$ cat src/rtl/exp4_fluxo_dados.sv
// exp4_fluxo_dados: memory-game datapath with address counter, 16x4 pattern ROM, play register,
// button press edge detector and saturating timeout counter. Define SYNC_BOTOES_EN to add a two-flop button synchronizer.
module exp4_fluxo_dados #(
    parameter int TIMEOUT_CICLOS = 5000
) (
    input  logic       clock,
    input  logic       reset,
    input  logic       zerac,
    input  logic       contac,
    input  logic       zeraR,
    input  logic       registrarR,
    input  logic       zera_s_timeout,
    input  logic [3:0] botoes,
    output logic       fim,
    output logic       jogada_feita,
    output logic       igual,
    output logic       timeout,
    output logic [3:0] db_contagem,
    output logic [3:0] db_memoria,
    output logic [3:0] db_jogada,
    output logic       db_tem_jogada
);

    localparam logic [15:0] TIMEOUT_FIM = 16'(TIMEOUT_CICLOS - 1);

    logic [3:0]  contagem;
    logic [3:0]  jogada;
    logic [3:0]  memoria;
    logic [3:0]  b;
    logic        tem_jogada;
    logic        prev;
    logic        pulso;
    logic [15:0] conta_timeout;

    // Address counter: clear beats increment, wraps naturally at 4 bits.
    always_ff @(posedge clock or posedge reset) begin
        if (reset) begin
            contagem <= 4'd0;
        end else if (zerac) begin
            contagem <= 4'd0;
        end else if (contac) begin
            contagem <= contagem + 4'd1;
        end
    end

    assign fim = (contagem == 4'd15);

    always_comb begin
        memoria = 4'd1;
        case (contagem)
            4'd0:  memoria = 4'd1;
            4'd1:  memoria = 4'd2;
            4'd2:  memoria = 4'd4;
            4'd3:  memoria = 4'd8;
            4'd4:  memoria = 4'd4;
            4'd5:  memoria = 4'd2;
            4'd6:  memoria = 4'd1;
            4'd7:  memoria = 4'd1;
            4'd8:  memoria = 4'd2;
            4'd9:  memoria = 4'd2;
            4'd10: memoria = 4'd4;
            4'd11: memoria = 4'd4;
            4'd12: memoria = 4'd8;
            4'd13: memoria = 4'd8;
            4'd14: memoria = 4'd1;
            4'd15: memoria = 4'd4;
            default: memoria = 4'd1;
        endcase
    end

`ifdef SYNC_BOTOES_EN
    logic [3:0] sync_1;
    logic [3:0] sync_2;

    always_ff @(posedge clock or posedge reset) begin
        if (reset) begin
            sync_1 <= 4'd0;
            sync_2 <= 4'd0;
        end else begin
            sync_1 <= botoes;
            sync_2 <= sync_1;
        end
    end

    assign b = sync_2;
`else
    assign b = botoes;
`endif

    assign tem_jogada = |b;

    // Play register loads whatever b holds at the edge, synchronized or not.
    always_ff @(posedge clock or posedge reset) begin
        if (reset) begin
            jogada <= 4'd0;
        end else if (zeraR) begin
            jogada <= 4'd0;
        end else if (registrarR) begin
            jogada <= b;
        end
    end

    assign igual = (jogada == memoria);
    assign pulso = tem_jogada & ~prev;

    // Rising edge of "any button" gives a single pulse however long the press lasts.
    always_ff @(posedge clock or posedge reset) begin
        if (reset) begin
            prev         <= 1'b0;
            jogada_feita <= 1'b0;
        end else begin
            prev         <= tem_jogada;
            jogada_feita <= pulso;
        end
    end

    always_ff @(posedge clock or posedge reset) begin
        if (reset) begin
            conta_timeout <= 16'd0;
        end else if (zera_s_timeout) begin
            conta_timeout <= 16'd0;
        end else if (conta_timeout != TIMEOUT_FIM) begin
            conta_timeout <= conta_timeout + 16'd1;
        end
    end

    assign timeout       = (conta_timeout == TIMEOUT_FIM);
    assign db_contagem   = contagem;
    assign db_memoria    = memoria;
    assign db_jogada     = jogada;
    assign db_tem_jogada = tem_jogada;

endmodule

$ cat config.mk
export PLATFORM = sky130hd
export DESIGN_NAME = exp4_fluxo_dados
export DESIGN_NICKNAME = d
export VERILOG_FILES = /design/src/rtl/exp4_fluxo_dados.sv
export SDC_FILE = /design/constraint.sdc
export NUM_CORES = 1
export LEC_CHECK = 0
export BUFFER_PORTS_ARGS = -buffer_cell sky130_fd_sc_hd__buf_2
export CAP_MARGIN = 25
export CORE_MARGIN = 3
export CORE_UTILIZATION = 25
export CTS_CLUSTER_SIZE = 8
export DETAILED_ROUTE_END_ITERATION = 10
export SETUP_SLACK_MARGIN = 0.5
export SLEW_MARGIN = 40
export SYNTH_ARGS = -nofsm -noshare
export SYNTH_HDL_FRONTEND = slang
export SYNTH_SLANG_ARGS = --single-unit
$ cat constraint.sdc
create_clock -name clock -period 3 [get_ports clock]
set_clock_uncertainty 0.2 [all_clocks]
set_input_delay 0.75 -clock clock [delete_from_list [all_inputs] [get_ports clock]]
set_output_delay 0.75 -clock clock [all_outputs]
set_load 0.02 [all_outputs]
==> summary.txt, run 1 <==
Compound-Gate Fraction of Synth Area - 4.686%
crit path DAT - 1.93 ns
final hold vios - 0
top post-synthesis cells by area - dfrtp_1 (46%), ha_1 (6.2%), nor2_1 (5.3%)
clock sinks - 26
Worst R2R Setup Slack - 0.99 ns
Wirelength per Cell - 11.38 microns
measured slew at the worst slew-check pin - 0.4325 ns
most frequent cells in the layout - dfrtp_1 (21), buf_2 (21), nor2_1 (20)
crit path time final - 2.885 ns
drt drc - 0
1st-pass router iterations - 4
share of the synthesized area in the top cell type - 45.98%
Synth cell types - 29
largest net degree at the start of global routing - 27
CP endpoint - igual
overall power - 0.8079 mW
Die X - 81.24 microns
worst path required time - 2.05 ns
critical path launch point - db_contagem[1]
Vias/cell - 4.466
syn avg cell area - 10.18 sq um
Root Driver - clkbuf_8
placed insts - 233
adder-cell share of the synthesized area - 6.189%
RSZ-0062 raised after global routing - true
number of global-route vias before repair - 1098
first-pass GRT wire length - 4857 microns
area fraction in and, or, nand and nor cells after synthesis - 22.55%
fin crit share - 96.16%
Die ar. - 6599 sq um
Total Neg Setup Slack - 0 ns
grt met3 use - 0.9978%
height of the die - 81.24 microns
CTS tree - yes
CTS clk-pin slew, worst paths - 0.09 ns
Post-Synth XOR/XNOR Area - 9.284%
multiplexer area fraction after synthesis - 8.134%
Peak Freq - 0.3466 GHz
r2r startpoint - conta_timeout[5]
fin cells - 247
worst r2r path cells - 5
hpwl dp - 2099 microns
worst min path class - reg -> reg
hold-fix buffers at CTS - 0
largest family of logic cells by synthesized area - simple AND/OR/NAND/NOR gates
critical path startpoint category - flop
Max-slew headroom - 70.90%
Total Routing Usage GR - 9.195%
H-tree Lvls - 1
iteration-0 DRC count of the detailed router - 51
Post-Syn Area - 1415 sq um
leakage power figure - 0.8406 nW
Antenna Cells - 0
Seq cells post-synth - 26
Pwr Density - 423.7 nW/um^2
Core Footprint - 5303 sq um
register area share after synthesis - 45.98%
Layout Utilization - 35.96%
initial antenna violation count - 0
clk buf depth - 2
Slew Limit Fails - 0
Peak supply drop - 190.8 uV
DRT Wirelength - 2810 microns
Reg-to-Reg End - conta_timeout[1]
share of cells above drive strength 1 - 40.11%
Area Growth Syn to Fin - 34.75%
met2 usage - 15.85%
FP Rows - 26
routed vias - 1103
CP max FO - 5
area leader, netlist - dfrtp_1
CTS Buf Count - 3
crit path capture type - primary output
Max Cap Viol - 0
final antenna-violating net count - 0
M1 GR Usage - 11.54%
Setup violations, final - 0
clk_lat worst skew - 0.27 ns
RD Place Congestion - 0.7345
worst setup path class - reg -> out
Syn Nets - 157
Post-Synthesis Cells - 139
Synth Warn # - 0
Layout Nets - 196
initial core utilization - 26.69%
global route overflow - 0
status - finished clean
number of port buffers - 27
I/O Pins - 28
Top Usage Layer GRT - met2
==> cell type report <==
type	count	area [sq um]
tap	70	87.58
clock buffer	3	41.29
clock inverter	1	30.03
multi-input combinational	101	809.5
inverter	7	26.28
timing repair buffer	39	255.2
sequential	26	656.9
fill	528	3396
==> report_power, final <==
part,internal (mW),leakage (nW),total (mW),switching (mW)
Sequential,0.361,0.343,0.375,0.0140
Combinational,0.0644,0.462,0.142,0.0776
Clock,0.178,0.0357,0.291,0.112
==> cells by family after synthesis <==
group / count (synthesis)
AOI/OAI and AO/OA: 12
DFF: 26
buffers and inverters: 12
muxes: 10
adders and majority gates: 7
and+or+nand+nor: 57
xor gates and xnor gates: 15
==> stage by stage <==
stage	hold WS [ns]	setup slack (ns)	cell area, sq um
after floorplan	0.1777	0.3045	1486
after global placement	0.1828	0.3456	1702
after detailed placement	0.1948	0.3325	1702
after CTS	0.2077	0.08234	1863
after global routing	0.2139	0.004249	1907
final	0.1993	0.1151	1907
==> state kept, by name, indices dropped and copies added (netlist names) <==
name           count
db_contagem        4
jogada_feita       1
conta_timeout     16
db_jogada          4
prev               1
==> synthesized netlist by cell type <==
cell / number
or4bb_1: 1
o21ai_1: 1
mux4_2: 1
clkbuf_1: 5
mux2_2: 2
nor4_1: 4
inv_1: 7
a21oi_1: 5
nor2_1: 20
or4_1: 2
xnor2_1: 8
nor4_4: 1
nand4_1: 2
or3_1: 3
mux2i_1: 7
and3_1: 1
nand2_1: 5
nor2b_1: 3
xor2_1: 7
o21ai_0: 4
a31o_2: 1
nand4_2: 1
dfrtp_1: 26
a211oi_1: 1
nand3_1: 7
ha_1: 7
or3_2: 2
or4b_4: 1
nor3_1: 4
==> how the worst min path moves through the flow <==
stage | cells after the start | slack (ns) | start | to
finish | 1 | 0.20 | prev | jogada_feita
global route | 1 | 0.21 | prev | jogada_feita
CTS | 1 | 0.21 | prev | jogada_feita
detailed placement | 1 | 0.19 | prev | jogada_feita
global placement | 1 | 0.18 | prev | jogada_feita
floorplan | 1 | 0.18 | prev | jogada_feita
==> per-layer routing <==
metal	part of all wire [%]	vias up
li1	-	558
met1	47	531
met2	50	12
met3	2.3	2
met4	1.2	0
met5	0	-
==> critical path, stage by stage, from the launching register on <==
cell	delay (ns)
dfrtp_2	0.44
inv_2	0.08
ha_2	0.17
mux4_2	0.50
xor2_2	0.18
nor4_4	0.13
buf_4	0.18
==> timing repair <==
action	in CTS	in global routing
buffers inserted	8	2
pin swaps	5	4
gates resized for setup	11	5
endpoints found under the setup margin	5	5
Power figures use the tool's default switching activity.
==> run 2, diff against run 1 <==
Settings changed: CTS_CLUSTER_SIZE 8 to 20.
Clock period 3 ns to 3.5 ns, I/O delays scaled along.
==> run 2 against run 1 <==
Via count rose by 2.2%; critical path depth rose by 1; clock power fell by 13%; global-route usage rose by 1.6 points; combinational power fell by 11%; largest cell class unchanged; worst hold slack improved by 0.0047 ns; die area did not move; worst setup slack improved by 0.34 ns; flip-flop and latch count did not move.
==> summary.txt, run 2 (synthesis gave the netlist of run 1 again) <==
crit path time final - 3.042 ns
clock share of power - 36.0% (about the same)
I/O Pins - 28 (unchanged)
RD Place Congestion - 0.6968 (-5.1%)
share of cells above drive strength 1 - 38.86% (-1.3 points)
number of port buffers - 27 (unchanged)
CTS clk-pin slew, worst paths - 0.09 ns (about the same)
Peak Freq - 0.3287 GHz
fin crit share - 86.91%
initial antenna violation count - 0 (unchanged)
Setup violations, final - 0 (unchanged)
Largest Register - conta_timeout
Root Driver - clkbuf_8
Layout Nets - 194 (-1.0%)
FP Rows - 26 (unchanged)
height of the die - 81.24 microns (unchanged)
worst min path class - reg -> reg
global route overflow - 0 (unchanged)
H-tree Lvls - 1 (unchanged)
Peak supply drop - 174.0 uV (-8.8%)
leakage power figure - 0.8263 nW (-1.7%)
Fin Hold WS - 0.2040 ns (+0.004669 ns)
Die ar. - 6599 sq um (unchanged)
Core Footprint - 5303 sq um (unchanged)
number of global-route vias before repair - 1190 (+8.4%)
largest net degree at the start of global routing - 27 (unchanged)
CTS tree - yes
first-pass GRT wire length - 5616 microns (+16%)
status - finished clean
overall power - 0.7015 mW (-13%)
iteration-0 DRC count of the detailed router - 39 (-24%)
CTS Buf Count - 3 (unchanged)
clock sinks - 26 (unchanged)
RSZ-0062 raised after global routing - true
commonest non-fill, non-tap cell in the layout - buf_2
1st-pass router iterations - 4 (unchanged)
max reg flops - 16 (unchanged)
hpwl dp - 2051 microns (-2.3%)
slowest CP cell - dfrtp_2
final worst setup slack - 0.4581 ns (+0.3430 ns)
Area Growth Syn to Fin - 32.18%
Die X - 81.24 microns (unchanged)
Total Routing Usage GR - 10.77% (+1.6 points)
final hold vios - 0 (unchanged)
CP max FO - 5 (unchanged)
Vias/cell - 4.600 (+3.0%)
Antenna Cells - 0 (unchanged)
Sw Share - 25.93% (+0.68 points)
setup slack after placement - 0.6004 ns (+0.2679 ns)
worst path required time - 2.42 ns (+0.37 ns)
Flop pwr share - 46.0% (-0.4 points)
drt drc - 0 (unchanged)
clk_lat worst skew - 0.27 ns (about the same)
Comb pwr share - 18.0% (+0.4 points)
critical path startpoint category - flop
Pwr Density - 375.0 nW/um^2 (-11%)
Total Neg Setup Slack - 0 ns (unchanged)
Wirelength per Cell - 12.70 microns (+12%)
initial core utilization - 26.69% (unchanged)
DRT Wirelength - 3111 microns (+11%)
final antenna-violating net count - 0 (unchanged)
measured slew at the worst slew-check pin - 0.4389 ns (+0.006334 ns)
crit path cell chain - ha_4 > ha_2 > nor2b_4 > a31o_4 > xor2_2 > nor4_4 > buf_4
Max Cap Viol - 0 (unchanged)
Slew Limit Fails - 0 (unchanged)
most frequent cells in the layout - buf_2 (25), dfrtp_1 (23), nor2_1 (20)
crit path capture type - primary output
net switching power - 0.1819 mW (-11%)
routed vias - 1127 (+2.2%)
crit path DAT - 1.97 ns (+0.04 ns)
worst setup path class - reg -> out
P_int - 0.5196 mW (-14%)
clk buf depth - 2 (unchanged)
Worst path max stage delay - 0.47 ns (-0.03 ns)
Max-slew headroom - 70.47% (-0.43 points)
[run 2: cell count changes in the layout (fill, tap and decap cells not counted), moves of 2 or more]
cell     previous run  this run
buf_4              14        11
buf_2              21        25
buf_6               4         1
dfrtp_2             5         3
dfrtp_1            21        23
[run 2: what timing repair did]
action,4_1_cts,5_1_grt
endpoints found under the setup margin,2,2
hold buffers,0,0
pin swaps,6,5
gates resized for setup,20,2
setup buffers,9,0
[run 2: metal layers]
metal / track usage, % / wire, microns
met1: 13.99 / 1423
met2: 18.39 / 1508
met3: 2.772 / 160
met4: 1.520 / 18
met5: 0 / 0
[run 2: critical path, delay by kind of cell, from the launching register on]
family / cells / cell delay, ns
XOR/XNOR: 1 / 0.15
adder cells (fa/ha/maj): 2 / 0.35
flip-flops: 1 / 0.47
AO/OA/AOI/OAI: 1 / 0.23
buffers and inverters: 1 / 0.17
AND/OR/NAND/NOR: 2 / 0.32
[run 2: area by class of cell]
type                    instances  area (sq um)
flip-flops and latches         26         654.4
clock buffers                   3         41.29
fillers                       529          3432
well taps                      70         87.58
clock inverters                 1         30.03
repair buffers                 37         219.0
multi-input cells             101         812.0
inverters                       7         26.28
[run 2: path summary, 6_finish.rpt]
| path | startpoint | to | slack, ns | cells past startpoint |
|---|---|---|---|---|
| worst min register to register | prev | jogada_feita | 0.20 | 1 |
| worst min-delay path | prev | jogada_feita | 0.20 | 1 |
| worst max register to register | conta_timeout[0] | conta_timeout[1] | 1.43 | 6 |
| worst max-delay path | db_contagem[1] | igual | 0.46 | 7 |
| min in group asynchronous | reset | conta_timeout[0] | 0.44 | 3 |
| max in group asynchronous | reset | db_contagem[1] | 2.38 | 3 |
[run 2: power groups by stage]
stage | logic, mW | registers (mW) | clock network, mW
6_report | 0.126 | 0.322 | 0.253
5_1_grt | 0.140 | 0.324 | 0.282
4_1_cts | 0.125 | 0.322 | 0.263
3_5_place_dp | 0.102 | 0.328 | 0
3_3_place_gp | 0.101 | 0.327 | 0
2_1_floorplan | 0.0649 | 0.331 | 0
[run 2: stage by stage]
stage | std cells | instance area (sq um) | util, %
floorplan | 139 | 1434 | -
global placement | 232 | 1644 | 31.01
detailed placement | 232 | 1644 | 31.01
CTS | 245 | 1863 | 35.13
global route | 245 | 1871 | 35.28
finish | 245 | 1871 | 35.28
